## config.mk

```make
export PLATFORM = sky130hd
export DESIGN_NAME = mem_copy_engine
export DESIGN_NICKNAME = d
export VERILOG_FILES = /design/src/rtl/mem_copy_engine.sv
export SDC_FILE = /design/constraint.sdc
export NUM_CORES = 1
export LEC_CHECK = 0
export CORE_MARGIN = 8
export CORE_UTILIZATION = 27
export DETAILED_ROUTE_END_ITERATION = 8
export GPL_TIMING_DRIVEN = 0
export SKIP_CTS_REPAIR_TIMING = 1
export SLEW_MARGIN = 0
export SYNTH_ARGS = -nofsm -noshare
export SYNTH_HDL_FRONTEND = slang
export SYNTH_SLANG_ARGS = --single-unit
```

## constraint.sdc

```tcl
create_clock -name CLK -period 3 [get_ports CLK]
set_input_delay 0.6 -clock CLK [delete_from_list [all_inputs] [get_ports CLK]]
set_output_delay 0.6 -clock CLK [all_outputs]
set_load 0.01 [all_outputs]
```

## src/rtl/mem_copy_engine.sv

```systemverilog
// mem_copy_engine: forward block-copy master for a single-port byte memory, one byte per two clocks.
// Build option MEMCPY_CSUM_EN adds a running modulo-2^DW checksum of the copied bytes on port csum.
module mem_copy_engine #(
  parameter int AW = 8,
  parameter int DW = 8
) (
  input  logic          CLK,
  input  logic          reset,
  input  logic          start,
  input  logic [AW-1:0] src,
  input  logic [AW-1:0] dst,
  input  logic [AW:0]   len,
  output logic          busy,
  output logic          done,
  output logic [AW:0]   count,
  output logic [AW-1:0] mem_addr,
  output logic          mem_rd,
  output logic          mem_wr,
  output logic [DW-1:0] mem_wdata,
  input  logic [DW-1:0] mem_rdata
`ifdef MEMCPY_CSUM_EN
  ,
  output logic [DW-1:0] csum
`endif
);

  // state | meaning
  // IDLE  | port released to core, waiting for start
  // READ  | reading byte src+count into hold
  // WRITE | writing hold to dst+count, advancing count
  // DONE  | one-cycle completion pulse
  typedef enum logic [1:0] {
    S_IDLE  = 2'd0,
    S_READ  = 2'd1,
    S_WRITE = 2'd2,
    S_DONE  = 2'd3
  } state_e;

  state_e        state_q, state_d;
  logic [AW-1:0] src_q, src_d;
  logic [AW-1:0] dst_q, dst_d;
  logic [AW:0]   len_q, len_d;
  logic [AW:0]   count_q, count_d;
  logic [DW-1:0] hold_q, hold_d;
  logic [AW:0]   count_inc;
`ifdef MEMCPY_CSUM_EN
  logic [DW-1:0] csum_q, csum_d;
`endif

  assign count_inc = count_q + {{AW{1'b0}}, 1'b1};

  always_comb begin
    state_d = state_q;
    src_d   = src_q;
    dst_d   = dst_q;
    len_d   = len_q;
    count_d = count_q;
    hold_d  = hold_q;
`ifdef MEMCPY_CSUM_EN
    csum_d  = csum_q;
`endif
    case (state_q)
      S_IDLE: begin
        if (start) begin
          src_d   = src;
          dst_d   = dst;
          len_d   = len;
          count_d = '0;
`ifdef MEMCPY_CSUM_EN
          csum_d  = '0;
`endif
          state_d = (len == '0) ? S_DONE : S_READ;
        end
      end
      S_READ: begin
        hold_d  = mem_rdata;
        state_d = S_WRITE;
      end
      S_WRITE: begin
        count_d = count_inc;
`ifdef MEMCPY_CSUM_EN
        csum_d  = csum_q + hold_q;
`endif
        state_d = (count_inc == len_q) ? S_DONE : S_READ;
      end
      S_DONE: begin
        state_d = S_IDLE;
      end
      default: begin
        state_d = S_IDLE;
      end
    endcase
  end

  // Port outputs depend only on registered state, never on start.
  always_comb begin
    busy      = 1'b0;
    done      = 1'b0;
    mem_addr  = '0;
    mem_rd    = 1'b0;
    mem_wr    = 1'b0;
    mem_wdata = '0;
    case (state_q)
      S_READ: begin
        busy     = 1'b1;
        mem_rd   = 1'b1;
        mem_addr = src_q + count_q[AW-1:0];
      end
      S_WRITE: begin
        busy      = 1'b1;
        mem_wr    = 1'b1;
        mem_addr  = dst_q + count_q[AW-1:0];
        mem_wdata = hold_q;
      end
      S_DONE: begin
        done = 1'b1;
      end
      default: begin
      end
    endcase
  end

  assign count = count_q;
`ifdef MEMCPY_CSUM_EN
  assign csum  = csum_q;
`endif

  always_ff @(posedge CLK) begin
    if (reset) begin
      state_q <= S_IDLE;
      src_q   <= '0;
      dst_q   <= '0;
      len_q   <= '0;
      count_q <= '0;
      hold_q  <= '0;
`ifdef MEMCPY_CSUM_EN
      csum_q  <= '0;
`endif
    end else begin
      state_q <= state_d;
      src_q   <= src_d;
      dst_q   <= dst_d;
      len_q   <= len_d;
      count_q <= count_d;
      hold_q  <= hold_d;
`ifdef MEMCPY_CSUM_EN
      csum_q  <= csum_d;
`endif
    end
  end

endmodule
```

# == Word level (Yosys, flattened, before mapping) ==
# Cells that the tools add are included.
# classes
n_addsub,3
multipliers,0
div,0
magnitude_cmp,0
n_eq_ne,5
n_shift,0
muxes,12
bitwise_logic,0
n_reduce_logical,6
# ops
op,count
$pmux W9 S2,1
$add A8 B8 Y8,2
$pmux W8 S2,1
$add A9 B1 Y9 const B,1
$eq A9 B9 Y1,1
$logic_not A9 Y1,1
$mux W9,1
$mux W8,1
$pmux W2 S4,1
$mux W2,3
$eq A2 B2 Y1 const B,2
$mux W1,4
$reduce_and A2 Y1,2
$eq A2 B1 Y1 const B,1
$logic_not A2 Y1,1
$ne A2 B2 Y1 const B,1
$reduce_bool A2 Y1,1
$reduce_or A2 Y1,1
# totals
ff_bits,44
latch_bits,0
mem_bits_rw,0
mem_bits_ro,0
in_bits,36
output_inout_bits,29
word_cells,32
n_memories,0

# == Longest topological paths before layout ==
# logic_depth
depth_word,4
mapped_depth,13
mapped_depth_nobuf,11

# == Least setup slack after synthesis ==
# No wires, ideal clock.
# synth_path
kind,flip-flop to output port
from,register state_q[0]
to,output port mem_addr[6]
arrival_time_ns,2.671
required_ns,2.400
slack_ns,-0.271
path_stages_with_launch,14
path_buffers,2
cell_sequence,dfxtp_1 -> inv_1 -> ha_1 -> buf_2 -> buf_1 -> mux2_2 -> ha_1 -> inv_1 -> fa_1 -> nor2b_1 -> o21ai_1 -> a21boi_0 -> or3_1 -> nand3_1
# synth_between
elab_chain_cells,2
elab_cells_between_ends,3
classes_between,2 x eq/ne; 1 x mux
# synth_lines
element,line,text
start: declaration,39,"state_e state_q, state_d;"
start signal: assignment,140,state_q <= state_d;
$eq A2 B2 Y1 / $eq A2 B1 Y1 (equally long branches),103,case (state_q)
$pmux W8 S2 *,103,
end: declaration,16,"output logic [AW-1:0] mem_addr,"
# Mark *: on every way between the ends. The rest lies on a longest branch, timed or not.

# == Worst setup path after layout ==
# Ends and elaborated chain as after synthesis.

==> results by group <==
Status
  – Status: complete, but fails checks
  – Violated checks: negative setup slack

Synth
  – Cell Area, Synth: between 2000 and 3000 um^2
  – Post-synthesis cell count: between 300 and 400
  – Mapped Avg Cell Area: between 8 and 9 um^2
  – Asr flop ratio synth: 0%
  – Top cells by area, synth: dfxtp_1 (35%), nand2_1 (8.9%), a21oi_1 (6.0%)
  – Ys Warns: 0
  – Register bit total from synthesis: 44
  – Seq/Total Area, Yosys: 34.9%
  – Area leader, netlist: dfxtp_1
  – Yosys cell types: between 40 and 50
  – Top post-synthesis cells by count: nand2_1 (60), dfxtp_1 (44), a21oi_1 (30)
  – Post-synth top area share: approximately a third
  – Post-synth EDFFs: 0
  – Most common cell in the synthesized netlist: nand2_1
  – Post-Syn Nets: around 360
  – Top FF cell, synth: dfxtp_1

Clock tree
  – CTS tree: yes
  – CTS H-tree lvls: 2
  – Clk sink count: between 40 and 50
  – CTS root buffer: clkbuf_8
  – Reg clk slew, reported paths: around 0.080 ns
  – Clock latency on the worst-skew pair: between 0.2 and 0.3 ns
  – Clock tree buffer depth: 2
  – CTS Buf Count: 5

Routing
  – DR WL/cell: 14.5 um
  – Initial DRC count: between 70 and 80
  – Vias/cell: 4.73
  – Final ANT Viol Nets: 0
  – First-pass detailed-route iteration total: 4
  – DRC viols: 0
  – Routed wire length: around 7.4 mm
  – Vias: 2407

Timing
  – Worst Skew: about 0.0092 ns
  – Final number of hold-violating endpoints: 0
  – Min Tclk post-route: 3.37 ns
  – RSZ-0062 raised after global routing: yes
  – Setup violations, final: 5
  – Period utilization: 112%
  – Fmax: 297 MHz
  – Actual slew at the worst max-slew pin: about 0.75 ns
  – Setup slack after layout: -0.373 ns
  – Final setup TNS: -1.33 ns
  – Hold WS: between 0.4 and 0.5 ns
  – Slew margin rel.: 50.3%
  – Max-slew violation count: 0

Global routing
  – Initial antenna violation count: 0
  – First-pass GRT wire length: approximately 11 mm
  – Total gr overflow: 0
  – Busiest layer in global routing: met2
  – GR Layer Usage met2: roughly a fifth
  – Largest net degree at the start of global routing: 14
  – Vias in the first global route: ~2300
  – Met1 Use GR: 13.0%
  – GR Util met3: 3.81%
  – All-layer global routing usage: 11.0%

Final layout
  – Area grow syn2layout: 45.6%
  – Utilization after layout: around two fifths
  – Antenna Cells: 0
  – Final net count: 446
  – Share of layout cells above drive strength 1: approximately a fifth

Pwr
  – Sequential Power Share: 34.6%
  – Leakage: 1.47 nW
  – Combinational share of power: 43.1%
  – VDD IR-drop max: about 0.24 mV
  – Switch Pwr: 0.761 mW
  – PwrDens: 603 nW/um^2
  – Clock network fraction of total power: between 20% and 30%
  – Internal portion of total power: 1.45 mW
  – Final Power: 2.21 mW
  – Sw Ratio: around a third

Floorplan
  – DIE WIDTH: approximately 110 um
  – Die height: between 100 and 150 um
  – Core ar.: just over 9000 um^2
  – # IOs: 65
  – Initial Util: between 20% and 30%
  – Row cnt: 35
  – DIE AREA: 12700 um^2

Placement
  – Worst slack at placement: -0.737 ns
  – Port bufs: 63
  – GP Congestion: 0.790
  – Final HPWL DP: around 5.5 mm

Run
  – Maximum Capacitance Violations: 0

Critical path
  – Crit-path max FO: 6
  – Required time of the critical path: ~2.4 ns
  – Worst Setup Path Type: reg -> out
  – CP startpoint kind: flip-flop
  – Arr. time, crit path: 2.77 ns
  – Crit. End Element: output pin

Min path
  – Hold/Removal Path Class: reg -> reg
-- state kept, by name, summed over array words and instances, names as in the netlist --
signal and count:
src_q 8, len_q 9, hold_q 8, dst_q 8
state_q 2, count 9
-- worst max-delay path, stage by stage, from the launching register on --
cell,delay [ns]
dfxtp_2,0.36
inv_2,0.05
ha_4,0.17
buf_12,0.13
buf_12,0.13
mux2_4,0.32
ha_4,0.17
inv_2,0.05
fa_2,0.20
nor2b_2,0.05
o21ai_2,0.20
a21boi_2,0.10
or3_1,0.32
nand3_1,0.09
buf_2,0.13
-- worst paths after layout --
kind                            startpoint          end  slack [ns]  cells past startpoint
worst min-delay path              dst_q[7]     dst_q[7]        0.46                      2
worst min register to register    dst_q[7]     dst_q[7]        0.46                      2
worst max register to register    count[0]     count[8]        0.87                      6
worst max-delay path            state_q[0]  mem_addr[6]       -0.37                     14
-- cell usage in the layout, fill, tap and decap left out, types with 4 or more instances in the layout --
| master | n |
|---|---|
| ha_4 | 5 |
| buf_4 | 13 |
| clkdlybuf4s50_1 | 55 |
| nor2_1 | 24 |
| ha_1 | 7 |
| xor2_1 | 9 |
| nor3_1 | 5 |
| mux2_2 | 8 |
| clkbuf_1 | 12 |
| nand2_1 | 60 |
| mux2i_1 | 10 |
| inv_1 | 6 |
| and2_1 | 11 |
| a22oi_1 | 7 |
| a21oi_1 | 28 |
| clkbuf_8 | 7 |
| dfxtp_1 | 42 |
| xnor2_1 | 7 |
| nand3_1 | 4 |
| buf_2 | 10 |
-- final cells by class --
class                      count  area, um^2
buffer                        21         126
clock buffer                   7        96.3
clock inverter                 1        30.0
fill                         950        5480
inverter                       8        30.0
multi-input combinational    240        1640
sequential                    44         883
tap                          111         139
timing repair buffer          77         727
-- through the flow --
step | instances | area, um^2
2_1_floorplan | 313 | 2530
3_3_place_gp | 487 | 3300
3_5_place_dp | 487 | 3300
4_1_cts | 495 | 3430
5_1_grt | 509 | 3670
6_report | 509 | 3670
-- logic make-up (layout without fill, tap and decap cells) --
group           after synthesis  in the layout  synth area share (%)
mux                          21             21                  8.88
simple gates                130            130                  24.6
compound gates               60             60                  14.3
buf+inv                      29            114                  4.96
flops                        44             44                  34.9
xor+xnor                     16             16                  5.56
fa+ha+maj                    13             13                  6.75
-- layer usage --
metal | vias to the layer above | routed length [um]
met5 | - | 0
met4 | 0 | 37
met3 | 4 | 521
met2 | 55 | 3610
met1 | 1113 | 3200
li1 | 1235 | -
-- power by group through the flow --
stage / logic (mW) / registers (mW) / clock network, mW
2_1_floorplan: 0.536 / 0.755 / 0
3_3_place_gp: 0.820 / 0.770 / 0
3_5_place_dp: 0.829 / 0.774 / 0
4_1_cts: 0.832 / 0.761 / 0.511
5_1_grt: 1.05 / 0.780 / 0.534
6_report: 0.955 / 0.766 / 0.494
Power figures use the tool's default switching activity.
